File: config.mk
export PLATFORM = sky130hd
export DESIGN_NAME = and_gate
export DESIGN_NICKNAME = d
export VERILOG_FILES = /design/src/rtl/and_gate_pkg.sv /design/src/rtl/and_gate_sat_counter.sv /design/src/rtl/and_gate.sv
export SDC_FILE = /design/constraint.sdc
export NUM_CORES = 1
export LEC_CHECK = 0
export ABC_AREA = 1
export CELL_PAD_IN_SITES_DETAIL_PLACEMENT = 1
export CELL_PAD_IN_SITES_GLOBAL_PLACEMENT = 2
export CORE_MARGIN = 5
export CORE_UTILIZATION = 23
export CTS_CLUSTER_DIAMETER = 100
export DETAILED_ROUTE_END_ITERATION = 8
export GPL_TIMING_DRIVEN = 0
export PLACE_DENSITY_LB_ADDON = 0.1
export RECOVER_POWER = 100
export SKIP_LAST_GASP = 1
export SLEW_MARGIN = 10
export SYNTH_ARGS = -nofsm -noshare
export SYNTH_HDL_FRONTEND = slang
export SYNTH_SLANG_ARGS = --single-unit
File: constraint.sdc
create_clock -name clk -period 1.4 [get_ports clk]
set_input_delay 0.28 -clock clk [delete_from_list [all_inputs] [get_ports clk]]
set_output_delay 0.28 -clock clk [all_outputs]
set_load 0.005 [all_outputs]
File: src/rtl/and_gate_pkg.sv
// Shared defaults for the and_gate primitive and its observation stage.
// Pure constants; no logic, latency or flow control.
package and_gate_pkg;

    localparam int AND_DEF_WIDTH = 1;
    localparam int AND_DEF_CNT_W = 16;

endpackage : and_gate_pkg

File: src/rtl/and_gate_sat_counter.sv
// Saturating up-counter with synchronous clear; holds at all-ones instead of wrapping.
// Latency: count reflects inc samples up to and including the previous edge.
// No backpressure: inc and clr are sampled every cycle; rst beats clr beats inc.
module sat_counter #(
    parameter int CNT_W = and_gate_pkg::AND_DEF_CNT_W
) (
    input  logic             clk,
    input  logic             rst,
    input  logic             clr,
    input  logic             inc,
    output logic [CNT_W-1:0] count
);

    logic at_max;

    assign at_max = (count == {CNT_W{1'b1}});

    always_ff @(posedge clk) begin
        if (rst) begin
            count <= '0;
        end else if (clr) begin
            count <= '0;
        end else if (inc && !at_max) begin
            count <= count + CNT_W'(1);
        end
    end

endmodule : sat_counter

File: src/rtl/and_gate.sv
// Bitwise AND with a clocked observation stage (registered copy, rise pulse, high count).
// Latency: X combinational; X_Q, X_RISE and HIGH_CNT one cycle after the sampled inputs.
// No backpressure: every input is sampled on every rising edge.
module and_gate
    import and_gate_pkg::*;
#(
    parameter int WIDTH = AND_DEF_WIDTH,
    parameter int CNT_W = AND_DEF_CNT_W
) (
    input  logic             clk,
    input  logic             rst,
    input  logic [WIDTH-1:0] A,
    input  logic [WIDTH-1:0] B,
    output logic [WIDTH-1:0] X,
    output logic [WIDTH-1:0] X_Q,
    output logic [WIDTH-1:0] X_RISE,
    output logic [CNT_W-1:0] HIGH_CNT,
    input  logic             CNT_CLR
);

    logic [WIDTH-1:0] x_hist;

    // Kept free of clk/rst so it can sit anywhere in the datapath.
    assign X = A & B;

    // Clearing the history on reset makes the first high sample after reset pulse X_RISE.
    always_ff @(posedge clk) begin
        if (rst) begin
            X_Q    <= '0;
            X_RISE <= '0;
            x_hist <= '0;
        end else begin
            X_Q    <= X;
            X_RISE <= X & ~x_hist;
            x_hist <= X;
        end
    end

    sat_counter #(
        .CNT_W (CNT_W)
    ) u_high_cnt (
        .clk   (clk),
        .rst   (rst),
        .clr   (CNT_CLR),
        .inc   (X[0]),
        .count (HIGH_CNT)
    );

endmodule : and_gate

## Yosys cells after proc, flatten, opt, wreduce, memory -nomap -nowiden

Cells that the tools add are included.

- Register bits: 18
- Output and inout bits: 19
- Logic and storage cells: 11

- Add/sub/neg operators: 1
- Equality and inequality tests: 1
- Bitwise operators: 3
- Reduce and logical (&&, ||, !) cells: 3

Operator list:

| operator | count |
|---|---|
| $add 16x1->16 const B | 1 |
| $eq 16x16->1 const B | 1 |
| $and 1x1->1 | 2 |
| $reduce_or 2->1 | 1 |
| $logic_and 1x1->1 | 1 |
| $logic_not 1->1 | 1 |
| $not 1->1 | 1 |

## Logic depth before layout (Yosys ltp)

Gate-level depths: netlist of run 1.

- Depth after elaboration: 3
- Mapped depth: 10
- Gate-level depth less buffers: 9

## By module

A second synthesis of run 1 with hierarchy kept.

- Cell total of the unflattened synthesis: 158
- Area total of the unflattened synthesis: 978.4 um^2

Modules (own cells, without submodules):

| module | times used | cells an instance | area an instance (um^2) |
|---|---|---|---|
| sat_counter | 1 | 152 | 914.6 |
| and_gate | 1 | 6 | 63.8 |

## Worst setup path after synthesis of run 1

Ideal clock, no wire load.

- Kind: flip-flop to flip-flop
- Start point: register u_high_cnt.count[0]
- End point: register u_high_cnt.count[2]
- Setup time: 0.115 ns
- Arrival: 1.266 ns
- Required time: 1.285 ns
- Slack: 0.019 ns
- Cell stages (with the launch flop): 10
- Path buffers: 1
- Clock period less this slack: 1.381 ns
- Path through: dfxtp_1 -> ha_1 -> nand2_2 -> nor2_4 -> nand2_4 -> clkinv_2 -> nand3_4 -> buf_6 -> a21oi_1 -> nor2_1

- Longest elaborated chain between the ends: 3
- Elaborated cells between the ends (all ways): 4

RTL lines:

| element | RTL line | source |
|---|---|---|
| from (decl) | and_gate_sat_counter.sv:11 | `output logic [CNT_W-1:0] count` |
| from (signal assigned) | and_gate_sat_counter.sv:24 | `count <= count + CNT_W'(1);` |
| parallel branches: the longest is 3 deep, another holds $add 16x1->16 | n/a |  |

Several ways; the timed one is not identified.
A chain may end at the register's enable or synchronous reset.

## Worst setup path after layout of run 1

- Start point: register u_high_cnt.count[1]
- End point: register u_high_cnt.count[1]

The elaborated chain is that of the path after synthesis.

==> run metrics, run 1 <==
failing checks setup timing; number of global-route vias before repair 1330; top-count cell post-synth nor2_1; Net Sw Frac 23.8%; Comb power frac 7.6%; row cnt 24; largest net degree at the start of global routing 11; Worst R2R Path Depth 9; Final Max Tran Viols 0; placed insts 237; largest fanout on the critical path 4; GRT Total Usage 13.1%; ranking of synthesized cells by area dfxtp_1 34%, nor2_1 14%, nand2_1 13%; antenna cells 0; Startpoint Class flip-flop; WS Path Type flip-flop to flip-flop; CP Capture Type flip-flop; Clock Latency Late Sink 0.26 ns; share of layout cells above drive strength 1 35.8%; HP Start x_hist; r2r setup slk -0.08 ns; internal power 729 µW; CTS root buffer clkbuf_8; CTS sink count 18; Rel. slew slack 71.5%; vias after detailed routing 1250; Leak 0.000856 µW; Crit-path slowest cell dfxtp_4; min-delay worst type flip-flop to flip-flop; max cap viols 0; Layout area overhead 67.0%; Max VDD drop 253 µV; Achievable Freq 677 MHz; Net Count, Synth 168; unrepaired setup endpoints after global routing true; Hold Fails Final Rpt 0; Placed Area 1340 µm²; Die Area 6000 µm²; critical path cell sequence ha_4 > nand2_4 > nor2_4 > nand2_4 > nor2_4 > buf_12 > nor2_4 > o21ai_1 > nor2_1; Mapped Avg Cell Area 6.46 µm²; hold buffers post-CTS 0; pwr/cell area 547 nW/µm²; sequential fraction of the synthesis area 34.4%; period utilization 105%; Synth cell types 22; r2r endpoint u_high_cnt.count[1]; Setup TNS Final -0.311 ns; final setup margin -0.0760 ns; Util after Layout 39.9%; Max Buffers Root-to-Sink 2; drt initial violations 47; routed wire length 3890 µm; Synth area leader dfxtp_1; reg-to-reg startpoint u_high_cnt.count[1]; die width 77.5 µm; DR pass1 iterations 4; Reg power frac 53.0%; min Tclk post-route 1.48 ns; Net Sw Power 228 µW; share of synthesized registers carrying an async set or reset 0%; DR WL/cell 14.7 µm; number of synthesized register bits 18; Critical Path Start u_high_cnt.count[1]; initial antenna violation count 0; post-synth top area share 34.4%; Mapped Cells 162; Placer Congestion 0.734; Clock power frac 39.4%; clk slew on worst S/H paths 0.07 ns; final number of setup-violating endpoints 7; CTS buffer count 3; CTS tree yes; status finished, violations left; Synth Warn # 0; cell area after synthesis 1050 µm²; DR DRC count 0; measured slew at the worst slew-check pin 0.428 ns; Hold Path Sink X_RISE; Crit path arrival time 1.63 ns; EDFF count, synth 0; Die Y 77.5 µm; DRT antenna net count 0; cell mode on critical path nor2_4; top_reg_cell synth dfxtp_1; design area 1750 µm²; skew final 0.00107 ns; final cell count without fillers 264; HPWL after detailed placement 2570 µm; gr ovfl total 0; commonest cells in the synthesized netlist 40 x nor2_1, 37 x nand2_1, 18 x dfxtp_1; largest stage delay on the critical path 0.38 ns; hold depth 1; final net count 220; I/O Buffers 23; Initial Util 23.9%; required time worst endpoint 1.55 ns; Core Region 4380 µm²; dpl ws -0.631 ns; first-pass GRT wire length 6420 µm; vias per inst 4.73; H-tree levels 1; Ports 24
## power by group through the flow
stage          clock, µW  combinational (µW)  sequential, µW
2_1_floorplan          0                26.0             531
3_3_place_gp           0                59.3             531
3_5_place_dp           0                62.3             531
4_1_cts              394                69.2             507
5_1_grt              417                80.5             507
6_report             377                72.8             507
## worst max-delay path, delay by kind of cell (launching register included)
kind / cells / cell delay (ns)
adders and majority gates: 1 / 0.15
and+or+nand+nor: 6 / 0.57
buffers and inverters: 1 / 0.13
DFF: 1 / 0.38
AOI/OAI and AO/OA: 1 / 0.14
## cell usage in the layout (no fill, tap or decap), drive strengths merged
cell	count
nor2	48
nand2	41
buf	25
dfxtp	18
inv	14
dlygate4sd2	13
nand3	13
nor3	7
dlymetal6s2s	6
a21oi	6
o21ai	5
clkdlybuf4s50	4
clkbuf	4
nand4	3
clkinv	2
and3	1
nor3b	1
ha	1
## routing by layer
layer | global-route usage [%] | vias up | share of wire (%)
met4 | 4.12 | 0 | 1.2
met1 | 16.0 | 603 | 44
li1 | - | 619 | -
met3 | 2.55 | 5 | 4.2
met2 | 22.9 | 23 | 50
met5 | 0 | - | 0
## state kept, by name, summed over array words and instances (netlist names)
register and cells:
u_high_cnt.count 16, X_RISE 1, x_hist 1
## worst max path at each step
stage / endpoint / cells after the start
floorplan: u_high_cnt.count[2] / 9
global placement: X / 4
detailed placement: X / 4
CTS: u_high_cnt.count[11] / 9
global route: u_high_cnt.count[0] / 9
finish: u_high_cnt.count[1] / 9
## cell type report
type	count	area (µm²)
Sequential cell	18	398
Clock buffer	3	41.3
Buffer	2	18.8
Multi-Input combinational cell	126	707
Fill cell	543	2640
Tap cell	52	65.1
Timing Repair Buffer	47	449
Inverter	16	70.1
## cells by family after synthesis
logic type                 Yosys count  share of synthesized area [%]
AOI/OAI and AO/OA                   11                           5.26
and+or+nand+nor                    114                           51.5
buffers and inverters               18                           7.65
adders and majority gates            1                           1.19
DFF                                 18                           34.4
## metrics by stage
stage | hold WS [ns] | power [µW]
floorplan | 0.352 | 557
global placement | 0.409 | 590
detailed placement | 0.436 | 593
CTS | 0.447 | 971
global route | 0.459 | 1000
finish | 0.429 | 957
## repair_timing
| action | in CTS | in global routing |
|---|---|---|
| resized for setup | 55 | 20 |
| setup endpoints to repair | 33 | 23 |
| buffers inserted | 17 | 6 |
| gates cloned | 1 | 0 |
| pin swaps | 5 | 12 |
| hold endpoints to repair | 0 | 0 |
(Power assumes the default switching activity.)
==> inputs of run 2 (changes only) <==
--- a/config.mk
+++ b/config.mk
@@ -11,6 +11,7 @@
 export CORE_MARGIN = 5
 export CORE_UTILIZATION = 23
 export CTS_CLUSTER_DIAMETER = 100
+export CTS_CLUSTER_SIZE = 20
 export DETAILED_ROUTE_END_ITERATION = 8
 export GPL_TIMING_DRIVEN = 0
 export PLACE_DENSITY_LB_ADDON = 0.1
@@ -20,3 +21,4 @@
 export SYNTH_ARGS = -nofsm -noshare
 export SYNTH_HDL_FRONTEND = slang
 export SYNTH_SLANG_ARGS = --single-unit
+export TNS_END_PERCENT = 5
==> run metrics, run 2 (same netlist as run 1, synthesis figures left out) <==
Initial Util 23.9% (unchanged); I/O Buffers 23 (unchanged); Die Y 77.5 µm (unchanged); Startpoint Class flip-flop; vias per inst 4.60 (-2.9%); pwr/cell area 635 nW/µm² (+16%); failing checks setup timing; Worst Path Buf+Inv 1 (unchanged); DR WL/cell 14.1 µm (-4.2%); internal power 733 µW (+0.59%); CP delay by family, top buffers and inverters; CTS root buffer clkbuf_8; critical path cell sequence clkdlybuf4s50_1; WS Path Type flip-flop to primary output; HPWL after detailed placement 2570 µm (unchanged); clk slew on worst S/H paths 0.07 ns (about the same); DR pass1 iterations 3 (-1); CTS tree yes; Worst R2R Path Depth 9 (unchanged); r2r endpoint u_high_cnt.count[11]; final net count 206 (-6.4%); Core Region 4380 µm² (unchanged); Crit path arrival time 1.18 ns (-0.45 ns); number of global-route vias before repair 1221 (-8.2%); Hold Fails Final Rpt 0 (unchanged); Max VDD drop 262 µV (+3.5%); CTS buffer count 3 (unchanged); DRT antenna net count 0 (unchanged); hold depth 1 (unchanged); H-tree levels 1 (unchanged); final number of setup-violating endpoints 22 (+15); largest net degree at the start of global routing 11 (unchanged); GRT Total Usage 12.0% (-1.1 points); Die Area 6000 µm² (unchanged); row cnt 24 (unchanged); Clock Latency Late Sink 0.26 ns (about the same); Clock power frac 39.4% (about the same); largest fanout on the critical path 4 (unchanged); Net Sw Frac 23.4% (-0.44 points); Total Power 957 µW (about the same); vias after detailed routing 1149 (-8.1%); Placer Congestion 0.734 (unchanged); initial antenna violation count 0 (unchanged); hold buffers post-CTS 0 (unchanged); Top Registers u_high_cnt.count: 16 flops, X_RISE: 1 flops, x_hist: 1 flops; min-delay worst type flip-flop to flip-flop; max cap viols 0 (unchanged); drt initial violations 40 (-15%); dpl ws -0.631 ns (unchanged); Reg power frac 53.9% (+0.9 points); Final Max Tran Viols 0 (unchanged); required time worst endpoint 1.12 ns (-0.43 ns); Hold Path Sink X_RISE; Largest Register u_high_cnt.count; Achievable Freq 683 MHz (+0.83%); Net Sw Power 224 µW (-1.8%); r2r setup slk -0.04 ns (+0.04 ns); Leak 0.000564 µW (-34%); most frequent cells in the layout 39 x nor2_1, 36 x nand2_1, 20 x clkdlybuf4s50_1; most common cell after layout, fill and taps aside nor2_1; period utilization 105% (-0.87 points); Comb power frac 6.8% (-0.8 points); CP Capture Type primary output; largest stage delay on the critical path 0.53 ns (+0.15 ns); HP Start x_hist; Max Buffers Root-to-Sink 2 (unchanged); Rel. slew slack 67.3% (-4.1 points); final setup margin -0.0639 ns (+0.0121 ns); Crit-path slowest cell clkdlybuf4s50_1; die width 77.5 µm (unchanged); skew final 0.00261 ns (+0.00154 ns); share of layout cells above drive strength 1 23.2% (-13 points); Setup TNS Final -0.486 ns (-0.174 ns); Ports 24 (unchanged); unrepaired setup endpoints after global routing true; routed wire length 3530 µm (-9.3%); max FFs per register 16 (unchanged); Util after Layout 34.4% (-5.5 points); measured slew at the worst slew-check pin 0.490 ns (+0.0626 ns); gr ovfl total 0 (unchanged); Layout area overhead 44.0%; antenna cells 0 (unchanged); reg-to-reg startpoint u_high_cnt.count[0]; min Tclk post-route 1.46 ns (-0.0121 ns); DR DRC count 0 (unchanged); first-pass GRT wire length 5870 µm (-8.7%); status finished, violations left; CTS sink count 18 (unchanged)
## run 2: cell types whose count changed in the layout (fill, tap and decap cells not counted), sizes merged
cell / before / now
buf: 25 / 10
dlygate4sd2: 13 / 3
clkdlybuf4s50: 4 / 20
clkbuf: 4 / 5
dlymetal6s2s: 6 / 0
## run 2: final cells by class
| class | instances | area, µm² |
|---|---|---|
| Tap cell | 52 | 65.1 |
| Clock buffer | 3 | 41.3 |
| Timing Repair Buffer | 33 | 302 |
| Fill cell | 556 | 2880 |
| Inverter | 16 | 66.3 |
| Multi-Input combinational cell | 126 | 632 |
| Buffer | 2 | 18.8 |
| Sequential cell | 18 | 383 |
## run 2: power groups by stage
| stage | clock network, µW | logic [µW] | registers (µW) |
|---|---|---|---|
| after global placement | 0 | 59.3 | 531 |
| after detailed placement | 0 | 62.3 | 531 |
| final | 377 | 65.0 | 515 |
| after global routing | 412 | 71.8 | 516 |
| after floorplan | 0 | 26.0 | 531 |
| after CTS | 395 | 70.1 | 515 |
## run 2: how the worst max path moves through the flow
stage,depth (start not counted),from,endpoint,slack (ns)
2_1_floorplan,9,u_high_cnt.count[0],u_high_cnt.count[2],0.02
3_3_place_gp,4,A,X,-0.59
3_5_place_dp,4,B,X,-0.63
4_1_cts,9,u_high_cnt.count[0],u_high_cnt.count[9],-0.06
5_1_grt,9,u_high_cnt.count[0],u_high_cnt.count[11],-0.12
6_report,1,u_high_cnt.count[13],HIGH_CNT[13],-0.06
## run 2: metal layers
layer / share of wire, % / vias to the layer above / global-route usage [%]
met5: 0 / - / 0
met4: 1.4 / 0 / 4.12
met3: 4.0 / 5 / 2.55
met2: 47 / 18 / 20.1
met1: 48 / 540 / 15.1
li1: - / 586 / -
## run 2: metrics by stage
| step | hold slack [ns] | area, µm² | cells |
|---|---|---|---|
| floorplan | 0.352 | 1050 | 162 |
| global placement | 0.409 | 1340 | 237 |
| detailed placement | 0.436 | 1340 | 237 |
| CTS | 0.447 | 1480 | 247 |
| global route | 0.466 | 1510 | 250 |
| finish | 0.435 | 1510 | 250 |
## run 2: timing repair
action	in CTS	in global routing
endpoints found under the setup margin	33	33
gates cloned	1	0
resized for setup	24	6
pin swaps	3	3
setup buffers	6	3
